--- src/rtl/vga_menu_overlay_ctrl.sv ---
// On-screen menu overlay: navigation FSM (show/hide, page, cursor, selection) plus registered
// per-pixel overlay conditions for the VGA colour mux. Optional auto-hide: define MENU_AUTOHIDE_EN.
module vga_menu_overlay_ctrl #(
  parameter int          N_PAGES        = 4,
  parameter logic [31:0] ITEM_CNTS      = 32'h3453,
  parameter int          PANEL_X0       = 0,
  parameter int          PANEL_Y0       = 832,
  parameter int          PANEL_W        = 241,
  parameter int          PANEL_H        = 192,
  parameter int          BORDER         = 3,
  parameter int          ROW_Y0         = 864,
  parameter int          ROW_H          = 16,
  parameter int          TIMEOUT_FRAMES = 600
) (
  input  logic        CLK_VGA,
  input  logic        RST_N,
  input  logic        menu_toggle,
  input  logic        btn_up,
  input  logic        btn_down,
  input  logic        btn_sel,
  input  logic        frame_tick,
  input  logic [11:0] VGA_HORZ_COORD,
  input  logic [11:0] VGA_VERT_COORD,
  input  logic [14:0] item_text_hit,
  input  logic        header_text_hit,
  output logic        menu_visible,
  output logic [2:0]  menu_page,
  output logic [3:0]  cursor_idx,
  output logic        sel_valid,
  output logic [2:0]  sel_page,
  output logic [3:0]  sel_item,
  output logic        Condition_For_Panel,
  output logic        Condition_For_Border,
  output logic        Condition_For_Text,
  output logic        Condition_For_Cursor_Row,
  output logic        Condition_For_Cursor_Text
);

  typedef enum logic {HIDDEN, SHOWN} state_t;

  state_t     state_reg;
  logic [2:0] page_reg;
  logic [3:0] cursor_reg;
  logic       menu_visible_reg;
  logic       sel_valid_reg;
  logic [2:0] sel_page_reg;
  logic [3:0] sel_item_reg;
  logic [3:0] cnt_cur;
  logic       any_btn;
  logic       hide_evt;

  assign cnt_cur = ITEM_CNTS[{page_reg, 2'b00} +: 4];
  assign any_btn = menu_toggle | btn_up | btn_down | btn_sel;

`ifdef MENU_AUTOHIDE_EN
  localparam int TW = $clog2(TIMEOUT_FRAMES + 1);
  logic [TW-1:0] frame_cnt_reg;
  logic          timeout_hit;

  // A button in the timeout cycle wins: it both suppresses the hide and clears the count.
  assign timeout_hit = frame_tick & ~any_btn & (frame_cnt_reg == TW'(TIMEOUT_FRAMES - 1));
  assign hide_evt    = menu_toggle | timeout_hit;

  always_ff @(posedge CLK_VGA) begin
    if (!RST_N || state_reg != SHOWN || any_btn || timeout_hit)
      frame_cnt_reg <= '0;
    else if (frame_tick)
      frame_cnt_reg <= frame_cnt_reg + 1'b1;
  end
`else
  assign hide_evt = menu_toggle;
`endif

  always_ff @(posedge CLK_VGA) begin
    if (!RST_N) begin
      state_reg        <= HIDDEN;
      page_reg         <= '0;
      cursor_reg       <= '0;
      menu_visible_reg <= 1'b0;
      sel_valid_reg    <= 1'b0;
      sel_page_reg     <= '0;
      sel_item_reg     <= '0;
    end else begin
      sel_valid_reg <= 1'b0;
      case (state_reg)
        HIDDEN: begin
          if (menu_toggle) begin
            state_reg        <= SHOWN;
            menu_visible_reg <= 1'b1;
            page_reg         <= '0;
            cursor_reg       <= '0;
          end
        end
        SHOWN: begin
          if (hide_evt) begin
            state_reg        <= HIDDEN;
            menu_visible_reg <= 1'b0;
            page_reg         <= '0;
            cursor_reg       <= '0;
          end else if (btn_sel) begin
            if (page_reg == 3'd0) begin
              // Main-page rows open sub-pages; rows past the last page are plain items.
              if ({1'b0, cursor_reg} + 5'd1 < 5'(N_PAGES)) begin
                page_reg   <= 3'(cursor_reg + 4'd1);
                cursor_reg <= '0;
              end else begin
                sel_valid_reg <= 1'b1;
                sel_page_reg  <= 3'd0;
                sel_item_reg  <= cursor_reg;
              end
            end else if (cursor_reg == cnt_cur - 4'd1) begin
              page_reg   <= '0;
              cursor_reg <= {1'b0, page_reg} - 4'd1;
            end else begin
              sel_valid_reg <= 1'b1;
              sel_page_reg  <= page_reg;
              sel_item_reg  <= cursor_reg;
            end
          end else if (btn_down && !btn_up) begin
            cursor_reg <= (cursor_reg == cnt_cur - 4'd1) ? 4'd0 : cursor_reg + 4'd1;
          end else if (btn_up && !btn_down) begin
            cursor_reg <= (cursor_reg == 4'd0) ? cnt_cur - 4'd1 : cursor_reg - 4'd1;
          end
        end
        default: state_reg <= HIDDEN;
      endcase
    end
  end

  // Offsets relative to the panel origin; an x or y left of/above the panel wraps to a huge value.
  logic [31:0] dx, dy, ry;
  logic        in_panel, on_border, inner;
  logic [15:0] row_hit, item_hit_w, cursor_oh;

  assign dx        = {20'd0, VGA_HORZ_COORD} - 32'(PANEL_X0);
  assign dy        = {20'd0, VGA_VERT_COORD} - 32'(PANEL_Y0);
  assign ry        = {20'd0, VGA_VERT_COORD} - 32'(ROW_Y0);
  assign in_panel  = (dx < 32'(PANEL_W)) & (dy < 32'(PANEL_H));
  assign on_border = in_panel & ((dx < 32'(BORDER)) | (dx > 32'(PANEL_W - 1 - BORDER)) |
                                 (dy < 32'(BORDER)) | (dy > 32'(PANEL_H - 1 - BORDER)));
  assign inner     = in_panel & ~on_border;

  genvar gi;
  generate
    for (gi = 0; gi < 15; gi++) begin : g_row
      assign row_hit[gi] = inner & ((ry - 32'(gi * ROW_H)) < 32'(ROW_H)) & (4'(gi) < cnt_cur);
    end
  endgenerate
  assign row_hit[15] = 1'b0;

  assign item_hit_w = {1'b0, item_text_hit};
  assign cursor_oh  = 16'd1 << cursor_reg;

  logic panel_reg, border_reg, text_reg, cursor_row_reg, cursor_text_reg;

  always_ff @(posedge CLK_VGA) begin
    if (!RST_N || state_reg != SHOWN) begin
      panel_reg       <= 1'b0;
      border_reg      <= 1'b0;
      text_reg        <= 1'b0;
      cursor_row_reg  <= 1'b0;
      cursor_text_reg <= 1'b0;
    end else begin
      panel_reg       <= in_panel;
      border_reg      <= on_border;
      text_reg        <= (header_text_hit & in_panel) | (|(row_hit & item_hit_w & ~cursor_oh));
      cursor_row_reg  <= row_hit[cursor_reg];
      cursor_text_reg <= row_hit[cursor_reg] & item_hit_w[cursor_reg];
    end
  end

  assign menu_visible              = menu_visible_reg;
  assign menu_page                 = page_reg;
  assign cursor_idx                = cursor_reg;
  assign sel_valid                 = sel_valid_reg;
  assign sel_page                  = sel_page_reg;
  assign sel_item                  = sel_item_reg;
  assign Condition_For_Panel       = panel_reg;
  assign Condition_For_Border      = border_reg;
  assign Condition_For_Text        = text_reg;
  assign Condition_For_Cursor_Row  = cursor_row_reg;
  assign Condition_For_Cursor_Text = cursor_text_reg;

endmodule

--- config.mk ---
export PLATFORM = sky130hd
export DESIGN_NAME = vga_menu_overlay_ctrl
export DESIGN_NICKNAME = d
export VERILOG_FILES = /design/src/rtl/vga_menu_overlay_ctrl.sv
export SDC_FILE = /design/constraint.sdc
export NUM_CORES = 1
export LEC_CHECK = 0
export ABC_AREA = 1
export ABC_CLOCK_PERIOD_IN_PS = 3150
export CORE_ASPECT_RATIO = 0.5
export CORE_MARGIN = 5
export CORE_UTILIZATION = 50
export DETAILED_ROUTE_END_ITERATION = 12
export PLACE_DENSITY = 0.93
export SETUP_SLACK_MARGIN = 0.1
export SKIP_LAST_GASP = 1
export SYNTH_ARGS = -nofsm -noshare
export SYNTH_HDL_FRONTEND = slang
export SYNTH_SLANG_ARGS = --single-unit
--- constraint.sdc ---
create_clock -name CLK_VGA -period 3.15 [get_ports CLK_VGA]
set_input_delay 0.63 -clock CLK_VGA [delete_from_list [all_inputs] [get_ports CLK_VGA]]
set_output_delay 0.63 -clock CLK_VGA [all_outputs]
set_load 0.01 [all_outputs]
-- Word-level counts from Yosys, hierarchy flattened
Cells that the tools add are included.
- $add $sub $neg: 21
- reductions and logical operators: 14
- multiplexer cells: 37
- $lt $le $gt $ge: 38
- equal/unequal tests: 11
- shift operators: 2
- bitwise operators: 47
- operators with widths (cell ; count):
    $lt A32 B5 Y1 const B ; 15
    $sub A13 B9 Y14 const B ; 7
    $sub A13 B8 Y14 const B ; 4
    $mux W4 ; 13
    $and A1 B1 Y1 ; 35
    $gt A32 B8 Y1 const B ; 1
    $lt A32 B2 Y1 const B ; 1
    $lt A32 B8 Y1 const B ; 1
    $shiftx A32 B6 Y4 const A ; 1
    $lt A4 B4 Y1 const A ; 7
    $sub A13 B7 Y14 const B ; 2
    $mux W3 ; 9
    $sub A12 B10 Y13 const B ; 2
    $and A15 B16 Y16 ; 1
    $lt A3 B4 Y1 const A ; 4
    $not A16 Y16 ; 1
    $reduce_or A16 Y1 ; 1
    $shl A1 B4 Y16 const A ; 1
    $and A15 B15 Y15 ; 1
    $sub A13 B6 Y14 const B ; 1
    $gt A12 B8 Y1 const B ; 1
    $lt A12 B2 Y1 const B ; 1
    $lt A12 B8 Y1 const B ; 1
    $ne A5 B3 Y1 const B ; 2
    30 further kinds ; 57
- flip-flop bits (word level): 22
- output and inout port bits: 21
- logic and storage cells: 182

-- Depth between registers and ports, before layout
- word-level depth: 13
- depth in mapped cells: 19

-- Worst setup path after synthesis
OpenSTA, ideal clock, no wires.
- kind: flip-flop to flip-flop
- start point: register page_reg[0] (netlist: menu_page[0])
- end point: register cursor_reg[0] (netlist: cursor_idx[0])
- path buffers: 0
- data arrival time: 2.419 ns
- cell stages (with the launch flop): 17
- path slack: 0.658 ns
- period minus slack after synthesis: 2.492 ns
- library setup time: 0.073 ns
- cell sequence: dfxtp_1 > inv_1 > ha_1 > nor2_1 > inv_1 > ha_1 > ha_1 > xnor2_1 > nor2_1 > nand2_1 > nand2_1 > a21oi_2 > inv_2 > o21ai_2 > nor2_1 > nand2_1 > a21oi_1
- longest elaborated chain between the ends: 8
- elaborated cells between the ends (all ways): 17
- ends and longest elaborated chain (what ; RTL line ; RTL):
    start, declared ; 42 ; logic [2:0] page_reg;
    start signal, assigned ; 104 ; page_reg <= 3'(cursor_reg + 4'd1);
    $shiftx A32 B6 Y4 ; 52 ; assign cnt_cur = ITEM_CNTS[{page_reg, 2'b00} +: 4];
    $sub A4 B1 Y4 ; 111, 120, 122 ;
    $eq A4 B4 Y1 or $mux W4 (tied branches) ; 111, 120, 122 ;
    $mux W4 (on tied branches) ; 120, 121 ;
    $mux W4 ; 119 ; end else if (btn_down && !btn_up) begin
    $mux W4 ; 100 ; end else if (btn_sel) begin
    $mux W4 ; 95 ; if (hide_evt) begin
    $pmux W4 S2 ; 85 ; case (state_reg)
    end signal, assigned ; 113 ; cursor_reg <= {1'b0, page_reg} - 4'd1;
    end signal, assigned ; 120 ; cursor_reg <= (cursor_reg == cnt_cur - 4'd1) ? 4'd0 : cursor_reg + 4'd1;
    end signal, assigned ; 122 ; cursor_reg <= (cursor_reg == 4'd0) ? cnt_cur - 4'd1 : cursor_reg - 4'd1;
    end, declared ; 43 ; logic [3:0] cursor_reg;
Parallel ways exist; a longest one is shown, timed or not. The select of a mux whose other input is x is not followed.
A chain may end at the register's enable or synchronous reset.

-- Worst setup path after layout
- start point: register page_reg[0] (netlist: menu_page[0])
- end point: register cursor_reg[3] (netlist: cursor_idx[3])
The elaborated chain is that of the path after synthesis.

==> results.md <==
- Die area: 0.006657 mm2
- DR iter-0 viols: 126
- Post-Syn Area: 0.002525 mm2
- Placed cells: 549
- Reg2Reg Depth: 16
- Multiplexer share of the synthesized area: 0%
- Post-Synth Simple-Gate Area: 45.74%
- Most frequent cells in the layout: nand2_1, nor2_1, clkdlybuf4s50_1, inv_1, nand3_1
- Core outline area: 0.004910 mm2
- Power Density: 291.4 mW/mm2
- Detail Route Antenna Nets: 0
- Total Neg Setup Slack: 0 ns
- R2r startpoint: menu_page[0]
- Fin cells: 553
- GP Congestion: 0.9275
- TritonCTS clock tree: yes
- Initial Utilization: 51.43%
- DR vias: 2830
- CP Class: flip-flop to flip-flop
- Fin crit share: 89.64%
- # nets final: 551
- First-pass GRT wire length: 10.87 mm
- DRT Wirelength: 6.630 mm
- DRT Pass-1 Iters: 5
- Commonest non-fill, non-tap cell in the layout: nand2_1
- Std-Cell Rows: 18
- Post-synth EDFFs: 0
- Root buf cell: clkbuf_8
- Total power: 0.9469 mW
- CTS buffer count: 3
- Drt wl/cell: 11.99 um
- Register-to-register setup slack: 0.33 ns
- Synth async-reset ratio: 0%
- Syn nets: 491
- CTS Buffer Depth: 2
- Synth Area in Compound Gates: 13.58%
- Die W: 110.5 um
- DR vias/cell: 5.118
- Final min period: 2.824 ns
- WP data required: 3.34 ns
- Layout cell share with drive strength beyond 1: 10.97%
- CTS sink cnt: 22
- Hold_buf cts: 0
- #FFs+latches synth: 22
- Mean Syn Cell Area: 5.955 um2
- P&R area growth vs syn: 28.69%
- Crit-path max FO: 5
- Synth Flop Type: dfxtp_1
- Die height: 60.25 um
- Post-Synth Adder-Cell Area: 9.911%
- Diodes inserted: 0
- Initial antenna violation count: 0
- CP Capture Type: flip-flop
- Max IR drop VDD: 0.2689 mV
- HPWL after detailed placement: 5.335 mm
- Tot GR Track Use: 19.27%
- Clock skew: 0.002805 ns
- Setup crit end: cursor_idx[3]
- Worst hold-check path type: flip-flop to flip-flop
- Final global-route overflow total: 0
- Max-Cap Viols: 0
- Synth cell types: 43
- Worst hold margin: 0.4732 ns
- Largest net degree at the start of global routing: 14
- Final setup viols: 0
- R2r endpoint: cursor_idx[3]
- Status: finished clean
- DR DRC count: 0
- Worst Setup SP: menu_page[0]
- Leakage: 1.445 nW
- Crit start category: flip-flop
- Slew at the pin closest to its max-slew limit: 0.4915 ns
- Worst-skew pair later-pin latency: 0.27 ns
- # fillers: 465
- Vias in the first global route: 2518
- RSZ-0062 raised after global routing: false
- Crit path arrival time: 3.02 ns
- Clk slew on worst S/H paths: 0.08 ns
- Ports: 68
- Seq/Total Area, Yosys: 17.44%
- Post-CTS Resized: 0
- FMAX: 354.1 MHz
- IO Port Bufs: 59
- Max_slew headroom: 67.19%
- Synth Area in XOR/XNOR: 2.428%
- Final Hold Fails: 0
- Largest family of logic cells by synthesized area: simple AND/OR/NAND/NOR gates
- Syn. warnings: 0
- Max-slew violations: 0
- Synth Instances: 424
- Post-CTS Setup Bufs: 0
- H-Tree Level Count: 1
-- where the power goes --
group          total [mW]  internal, mW  switching (mW)  leakage, nW
Sequential          0.305         0.289          0.0154        0.179
Combinational       0.375         0.159           0.216         1.23
Clock               0.267         0.170          0.0973       0.0357
-- final cells by class --
class                      instances  area, um2  share of cell area, %
timing repair buffer              63      620.6                  19.10
clock inverter                     1      30.03                 0.9241
tap                               70      87.58                  2.695
inverter                          56      216.5                  6.662
clock buffer                       3      41.29                  1.271
sequential                        22      441.7                  13.59
multi-input combinational        338       1812                  55.76
-- synthesized netlist by cell type (4+ instances only) --
master,instances,share of area (%)
ha_1,20,9.9
a21oi_1,21,4.2
nand2_2,16,4.0
nand3_1,34,6.7
nor2_1,67,10
nor3_1,8,1.6
dfxtp_1,22,17
xor2_1,4,1.4
inv_1,46,6.8
nand2_1,103,15
nor2_2,5,1.2
o21ai_0,21,4.2
inv_2,6,0.89
-- worst max-delay path, stage by stage, from the launching register on --
cell     delay, ns
dfxtp_1       0.36
inv_1         0.12
ha_1          0.39
nor2_1        0.16
inv_1         0.06
ha_1          0.20
ha_1          0.31
xnor2_1       0.14
nor2_1        0.12
nand2_1       0.11
nand2_1       0.11
a21oi_2       0.08
inv_2         0.08
o21ai_2       0.10
nor2_2        0.19
nand2_1       0.07
a21oi_1       0.13
-- stage by stage --
stage / utilization [%] / setup WS, ns / instance area, um2
after floorplan: - / 0.6579 / 2525
after detailed placement: 64.65 / 0.1875 / 3174
after global routing: 66.18 / 0.1022 / 3249
after CTS: 66.11 / 0.2467 / 3246
final: 66.18 / 0.3262 / 3249
after global placement: 64.65 / 0.2398 / 3174
-- cell families (layout without fill, tap and decap cells) --
kind of cell,after synthesis,in the layout
adders and majority gates,20,20
and+or+nand+nor,251,251
AOI/OAI and AO/OA,60,60
DFF,22,22
xor gates and xnor gates,7,7
buffers and inverters,64,123
-- routing by layer --
layer	vias up	GRT usage [%]	routed length (um)
met5	-	0	0
met4	0	5.439	88
met3	9	2.528	360
met2	85	34.05	3172
met1	1260	25.18	3008
li1	1476	-	-
-- how the worst min path moves through the flow --
stage                     start           end  slack [ns]  depth (start not counted)
finish              sel_page[1]   sel_page[1]        0.47                          2
global route        sel_page[1]   sel_page[1]        0.50                          2
CTS                 sel_page[1]   sel_page[1]        0.47                          2
detailed placement  sel_page[1]   sel_page[1]        0.46                          2
global placement    sel_page[0]   sel_page[0]        0.46                          2
floorplan             state_reg  menu_visible        0.47                          1
(Power assumes the default switching activity.)
